### config.mk
export PLATFORM = sky130hd
export DESIGN_NAME = controle_bloqueio_flat
export DESIGN_NICKNAME = d
export VERILOG_FILES = /design/src/rtl/controle_bloqueio_if.sv /design/src/rtl/controle_bloqueio.sv /design/src/flat_wrapper.sv
export SDC_FILE = /design/constraint.sdc
export NUM_CORES = 1
export LEC_CHECK = 0
export BUFFER_PORTS_ARGS = -buffer_cell sky130_fd_sc_hd__buf_2
export CORE_MARGIN = 1.5
export CORE_UTILIZATION = 60
export DETAILED_ROUTE_END_ITERATION = 6
export PLACE_DENSITY = 0.81
export SETUP_SLACK_MARGIN = 0.1
export SYNTH_ARGS = -nofsm -noshare
export SYNTH_HDL_FRONTEND = slang
export SYNTH_SLANG_ARGS = --single-unit
### constraint.sdc
create_clock -name clk -period 2.6 [get_ports clk]
set_input_delay 0.39 -clock clk [delete_from_list [all_inputs] [get_ports clk]]
set_output_delay 0.39 -clock clk [all_outputs]
set_load 0.05 [all_outputs]
### src/rtl/controle_bloqueio_if.sv
// Signal bundle between the board pushbuttons, the lock FSM and the lockout supervisor.
// The slave modport is the supervisor's view; master is the board/lock side.
interface controle_bloqueio_if;
    logic       insere_in;
    logic       reabrir;
    logic       lock_falha;
    logic       lock_aberto;
    logic       insere_out;
    logic       lock_reset_n;
    logic       bloqueado;
    logic       aberto;
    logic [2:0] falhas;

    modport master (
        output insere_in, reabrir, lock_falha, lock_aberto,
        input  insere_out, lock_reset_n, bloqueado, aberto, falhas
    );

    modport slave (
        input  insere_in, reabrir, lock_falha, lock_aberto,
        output insere_out, lock_reset_n, bloqueado, aberto, falhas
    );
endinterface

### src/rtl/controle_bloqueio.sv
// Lockout supervisor for the six-digit combination lock: re-arm sequencing, insert gating,
// failure counting and timed lockout. Define DEBOUNCE_EN to add debounce filters on both buttons.
module controle_bloqueio #(
    parameter int unsigned MAX_FALHAS      = 32'd3,
    parameter int unsigned CICLOS_BLOQUEIO = 32'd500000000,
    parameter int unsigned CICLOS_REARME   = 32'd4,
    parameter int unsigned CICLOS_FILTRO   = 32'd500000
) (
    input  logic               clk,
    input  logic               reset,
    controle_bloqueio_if.slave bus
);
    typedef enum logic [2:0] {
        REARME   = 3'd0,
        ARMADO   = 3'd1,
        FALHOU   = 3'd2,
        BLOQUEIO = 3'd3,
        ABERTO   = 3'd4
    } estado_t;

    if (MAX_FALHAS < 32'd1 || MAX_FALHAS > 32'd7 || CICLOS_REARME < 32'd4 ||
        CICLOS_BLOQUEIO < 32'd1 || CICLOS_FILTRO < 32'd1) begin : g_param_invalido
        $error("controle_bloqueio: parameter out of range");
    end

    estado_t     state_q, state_d;
    logic [31:0] cnt_q, cnt_d;
    logic [2:0]  falhas_q, falhas_d;
    logic        seen_q, seen_d;
    logic        insere_out_q, insere_out_d;
    logic        lock_reset_n_q, lock_reset_n_d;
    logic        bloqueado_q, bloqueado_d;
    logic        aberto_q, aberto_d;
    logic        seen_eff;

    logic [1:0]  ins_sync_q;
    logic [1:0]  reab_sync_q;
    logic        ins_lvl;
    logic        reab_lvl;
    logic        reab_prev_q;
    logic        reab_pulse_q;

    // Two-flop synchronizers; buttons idle high, so reset to 1
    always_ff @(posedge clk or posedge reset) begin
        if (reset) begin
            ins_sync_q  <= 2'b11;
            reab_sync_q <= 2'b11;
        end else begin
            ins_sync_q  <= {ins_sync_q[0], bus.insere_in};
            reab_sync_q <= {reab_sync_q[0], bus.reabrir};
        end
    end

`ifdef DEBOUNCE_EN
    logic [1:0]  filt_q;
    logic [31:0] filt_cnt_q [2];
    logic [1:0]  filt_raw;

    assign filt_raw = {reab_sync_q[1], ins_sync_q[1]};

    // Debounce: a new level is accepted only after CICLOS_FILTRO consecutive differing samples
    always_ff @(posedge clk or posedge reset) begin
        if (reset) begin
            filt_q        <= 2'b11;
            filt_cnt_q[0] <= 32'd0;
            filt_cnt_q[1] <= 32'd0;
        end else begin
            for (int i = 0; i < 2; i++) begin
                if (filt_raw[i] == filt_q[i]) begin
                    filt_cnt_q[i] <= 32'd0;
                end else if (filt_cnt_q[i] >= CICLOS_FILTRO - 32'd1) begin
                    filt_q[i]     <= filt_raw[i];
                    filt_cnt_q[i] <= 32'd0;
                end else begin
                    filt_cnt_q[i] <= filt_cnt_q[i] + 32'd1;
                end
            end
        end
    end

    assign ins_lvl  = filt_q[0];
    assign reab_lvl = filt_q[1];
`else
    assign ins_lvl  = ins_sync_q[1];
    assign reab_lvl = reab_sync_q[1];
`endif

    // Falling-edge detector on reabrir, registered into a one-cycle pulse
    always_ff @(posedge clk or posedge reset) begin
        if (reset) begin
            reab_prev_q  <= 1'b1;
            reab_pulse_q <= 1'b0;
        end else begin
            reab_prev_q  <= reab_lvl;
            reab_pulse_q <= reab_prev_q & ~reab_lvl;
        end
    end

    // Next-state logic; outputs are derived from the next state so they register alongside it
    always_comb begin
        state_d        = state_q;
        cnt_d          = cnt_q;
        falhas_d       = falhas_q;
        seen_d         = 1'b0;
        insere_out_d   = 1'b1;
        lock_reset_n_d = 1'b1;
        bloqueado_d    = 1'b0;
        aberto_d       = 1'b0;
        seen_eff       = (state_q == ARMADO) & seen_q;

        case (state_q)
            REARME: begin
                if (cnt_q >= CICLOS_REARME - 32'd1) begin
                    state_d = ARMADO;
                    cnt_d   = 32'd0;
                end else begin
                    cnt_d = cnt_q + 32'd1;
                end
            end
            ARMADO: begin
                cnt_d = 32'd0;
                if (bus.lock_falha) begin
                    state_d  = FALHOU;
                    falhas_d = (falhas_q == 3'd7) ? 3'd7 : falhas_q + 3'd1;
                end else if (bus.lock_aberto) begin
                    state_d  = ABERTO;
                    falhas_d = 3'd0;
                end else begin
                    state_d = ARMADO;
                end
            end
            FALHOU: begin
                cnt_d = 32'd0;
                if ({29'd0, falhas_q} >= MAX_FALHAS) begin
                    state_d = BLOQUEIO;
                end else if (reab_pulse_q) begin
                    state_d = REARME;
                end else begin
                    state_d = FALHOU;
                end
            end
            BLOQUEIO: begin
                if (cnt_q >= CICLOS_BLOQUEIO - 32'd1) begin
                    state_d  = REARME;
                    cnt_d    = 32'd0;
                    falhas_d = 3'd0;
                end else begin
                    cnt_d = cnt_q + 32'd1;
                end
            end
            ABERTO: begin
                cnt_d = 32'd0;
                if (reab_pulse_q) begin
                    state_d = REARME;
                end else begin
                    state_d = ABERTO;
                end
            end
            default: begin
                state_d = REARME;
                cnt_d   = 32'd0;
            end
        endcase

        // One low pulse on insere during the lock reset lets its edge bookkeeping clear
        case (state_d)
            REARME: begin
                lock_reset_n_d = 1'b0;
                if ((cnt_d >= 32'd1) && (cnt_d <= CICLOS_REARME - 32'd2)) begin
                    insere_out_d = 1'b0;
                end else begin
                    insere_out_d = 1'b1;
                end
            end
            ARMADO: begin
                seen_d       = seen_eff | ins_lvl;
                insere_out_d = ins_lvl | ~seen_eff;
            end
            BLOQUEIO: begin
                bloqueado_d = 1'b1;
            end
            ABERTO: begin
                aberto_d = 1'b1;
            end
            default: begin
                insere_out_d = 1'b1;
            end
        endcase
    end

    // State, counters and registered outputs
    always_ff @(posedge clk or posedge reset) begin
        if (reset) begin
            state_q        <= REARME;
            cnt_q          <= 32'd0;
            falhas_q       <= 3'd0;
            seen_q         <= 1'b0;
            insere_out_q   <= 1'b1;
            lock_reset_n_q <= 1'b0;
            bloqueado_q    <= 1'b0;
            aberto_q       <= 1'b0;
        end else begin
            state_q        <= state_d;
            cnt_q          <= cnt_d;
            falhas_q       <= falhas_d;
            seen_q         <= seen_d;
            insere_out_q   <= insere_out_d;
            lock_reset_n_q <= lock_reset_n_d;
            bloqueado_q    <= bloqueado_d;
            aberto_q       <= aberto_d;
        end
    end

    assign bus.insere_out   = insere_out_q;
    assign bus.lock_reset_n = lock_reset_n_q;
    assign bus.bloqueado    = bloqueado_q;
    assign bus.aberto       = aberto_q;
    assign bus.falhas       = falhas_q;
endmodule
### src/flat_wrapper.sv
// flat-port wrapper written by rule: the top's interface ports become plain ports
module controle_bloqueio_flat 
#(
    parameter int unsigned MAX_FALHAS      = 32'd3,
    parameter int unsigned CICLOS_BLOQUEIO = 32'd500000000,
    parameter int unsigned CICLOS_REARME   = 32'd4,
    parameter int unsigned CICLOS_FILTRO   = 32'd500000
)
  (clk, reset, bus_insere_in, bus_reabrir, bus_lock_falha, bus_lock_aberto, bus_insere_out, bus_lock_reset_n, bus_bloqueado, bus_aberto, bus_falhas);
  controle_bloqueio_if bus_i ();
  input  logic clk;
  input  logic reset;
  input wire logic [$bits(bus_i.insere_in)-1:0] bus_insere_in;
  input wire logic [$bits(bus_i.reabrir)-1:0] bus_reabrir;
  input wire logic [$bits(bus_i.lock_falha)-1:0] bus_lock_falha;
  input wire logic [$bits(bus_i.lock_aberto)-1:0] bus_lock_aberto;
  output wire logic [$bits(bus_i.insere_out)-1:0] bus_insere_out;
  output wire logic [$bits(bus_i.lock_reset_n)-1:0] bus_lock_reset_n;
  output wire logic [$bits(bus_i.bloqueado)-1:0] bus_bloqueado;
  output wire logic [$bits(bus_i.aberto)-1:0] bus_aberto;
  output wire logic [$bits(bus_i.falhas)-1:0] bus_falhas;
  assign bus_i.insere_in = bus_insere_in;
  assign bus_i.reabrir = bus_reabrir;
  assign bus_i.lock_falha = bus_lock_falha;
  assign bus_i.lock_aberto = bus_lock_aberto;
  assign bus_insere_out = bus_i.insere_out;
  assign bus_lock_reset_n = bus_i.lock_reset_n;
  assign bus_bloqueado = bus_i.bloqueado;
  assign bus_aberto = bus_i.aberto;
  assign bus_falhas = bus_i.falhas;
  controle_bloqueio #(.MAX_FALHAS(MAX_FALHAS), .CICLOS_BLOQUEIO(CICLOS_BLOQUEIO), .CICLOS_REARME(CICLOS_REARME), .CICLOS_FILTRO(CICLOS_FILTRO)) u_core (.clk(clk), .reset(reset), .bus(bus_i));
endmodule
==> metrics.cfg <==
[yosys]
synth_area_leaders = dfrtp_1 44%, dfstp_2 6.4%, xor2_1 6.4%
syn_area_um2 = 2457
synth-async-reset-ratio = 1.000
synth_top_area_frac = 0.4379
ys_ff_latch = 49
yosysTopAreaCell = dfrtp_1
synth_common_cells = 43 x dfrtp_1, 35 x nor2_1, 18 x xor2_1
synth_cell_types = 45
synth.avg_cell_area_um2 = 10.55
synth_edf_count = 0
synthCells = 233
synth-seq-area-share = 0.5020
yosysWarnings = 0
post-synth-top-count-cell = dfrtp_1
ys.flop_type = dfrtp_1

[sta]
fin_skew_ns = 0.006806
drv_slew = 0
fin_crit_sh = 0.8276
rsz0062_at_grt = false
finalHoldViolCount = 0
relSlewSlack = 0.5672
max_freq_ghz = 0.4647
setup_viol = 0
worst_slew_pin_slew_ns = 0.6432
final.min_clock_period_ns = 2.152
totalNegativeSetupSlack_ns = 0

[pwr]
comb_power_share = 0.260
pwr-share-clk = 0.239
internal_power_mw = 1.174
power_switching_mw = 0.6333
vdd_drop_max_mv = 0.5077
leakage_nw = 1.111
p_per_area_nw_per_um2 = 678.8
power_frac_seq = 0.501
netSwitchingFraction = 0.3504

[flow_run]
drv_cap = 0

[die]
die_h_um = 67.00
die_area_um2 = 4488
start_util = 0.6188
io_pins = 13
die_x_um = 67.00
core_area_um2 = 3971
std_cell_rows = 23

[cts]
path_clk_slew_ns = 0.09
cts_buffers = 5
postCtsSetupRepairBufs = 0
cts_sinks = 49
cts_tree = done
clock_latency_ns = 0.30
ctsHoldBuffers = 0
cts-root-buf = clkbuf_8
cts.htree.levels = 2
cts_resized = 0
clockBufferDepth = 2

[worst_setup_path]
r2r_end = u_core.state_q[1]
r2r_start = u_core.cnt_q[0]
path_class = reg2reg
end_kind = register
reg2reg_depth = 6
crit_required_ns = 2.76
arrival_ns = 2.31
path_max_fanout = 5
cp-start-kind = register
r2r_slack_ns = 0.45

[finish]
nets = 261
num_antenna_cells = 0
drive_above_1_share = 0.1929
fin_cells = 304
syn2layout_area_growth_pct = 8.350

[placement]
place_congestion = 0.8316
dp.final_hpwl_mm = 3.507
io_buffers = 12
place_inst = 296

[drt]
num_vias = 1763
drtIter0Drc = 125
m1WireLength_mm = 2.179
viasPerCell = 5.799
ant_nets = 0
dr.pass1.iters = 4
totalWireLength_mm = 4.691
dr.max_layer_used = met4
drc = 0
wl_met2_mm = 2.282
met3_length_um = 154
routedWlPerCell_um = 15.43

[global_route]
antenna_found_initial = 0
grt_first_pass_wirelength_mm = 8.017
grt_max_degree = 20
grt.overflow.total = 0
grt_util_all_layers = 0.2402
grt_pass1_vias = 1738

[min_path]
hold_class = in2async

[run_status]
status = completed

==> flip-flops by register name (all words and copies together), names as in the netlist <==
register,flops
u_core.bus.aberto,1
u_core.state_q,3
u_core.bus.insere_out,1
u_core.ins_sync_q,2
u_core.bus.bloqueado,1
u_core.reab_sync_q,2
u_core.cnt_q,32
u_core.bus.falhas,3
u_core.reab_prev_q,1
u_core.bus.lock_reset_n,1
u_core.reab_pulse_q,1
u_core.seen_q,1
==> cell type report <==
class                      count  area [µm²]
multi-input combinational    175        1164
fill                         316        1309
clock buffer                   5       68.82
tap                           50       62.56
inverter                       5       18.77
timing repair buffer          17       97.59
sequential                    49        1234
clock inverter                 3       17.52
==> logic make-up after synthesis <==
family	after synthesis	share of synthesized area
AOI/OAI and AO/OA	18	0.06263
other	1	0.001526
muxes	2	0.009164
xor gates and xnor gates	28	0.09979
buffers and inverters	11	0.03004
adders and majority gates	2	0.01018
and+or+nand+nor	122	0.2846
DFF	49	0.5020
==> metrics by stage <==
| stage | hold WS (ns) | setup slack, ns | util | total power [mW] | instance area, µm² |
|---|---|---|---|---|---|
| after floorplan | 0.3452 | 0.7274 | - | 1.288 | 2465 |
| after detailed placement | 0.3432 | 0.4579 | 0.6487 | 1.387 | 2576 |
| after global placement | 0.3319 | 0.4965 | 0.6487 | 1.375 | 2576 |
| after CTS | 0.01482 | 0.4508 | 0.6704 | 1.816 | 2663 |
| final | 0.01016 | 0.4482 | 0.6704 | 1.807 | 2663 |
| after global routing | 0.02882 | 0.2885 | 0.6704 | 1.901 | 2663 |
==> placed cells by master, fill, tap and decap left out, types with 5 or more instances in the layout <==
cell       n
buf_2     12
buf_4      5
clkbuf_8   5
dfrtp_1   43
dfstp_2    6
nand2_1   14
nand3_1   15
nand4_1   11
nor2_1    35
nor2_4     9
nor3_1     6
nor4_1     8
xnor2_1   10
xor2_1    18
==> critical path, stage by stage (launching register included) <==
cell       delay [ns]
dfrtp_1          0.42
ha_1             0.29
nand3_1          0.12
o21ai_0          0.34
a2111oi_4        0.18
nor3_1           0.50
o21ai_0          0.17
==> per-layer routing <==
metal	up-vias	global-route usage
li1	858	-
met1	867	0.3067
met2	30	0.4013
met3	8	0.05405
met4	0	0.08163
met5	-	0
==> power groups by stage <==
stage               combinational (mW)  clock (mW)  sequential [mW]
detailed placement               0.469           0            0.918
floorplan                        0.272           0             1.02
global route                     0.510       0.474            0.916
global placement                 0.459           0            0.915
finish                           0.469       0.433            0.906
CTS                              0.472       0.441            0.904
==> worst max-delay path by stage <==
| stage | from | endpoint |
|---|---|---|
| global placement | u_core.cnt_q[0] | u_core.cnt_q[1] |
| detailed placement | u_core.cnt_q[0] | u_core.state_q[1] |
| floorplan | u_core.cnt_q[13] | u_core.bus.falhas[1] |
| finish | u_core.cnt_q[0] | u_core.state_q[1] |
| global route | u_core.cnt_q[0] | u_core.cnt_q[8] |
| CTS | u_core.cnt_q[18] | u_core.cnt_q[8] |
Power figures use the tool's default switching activity.
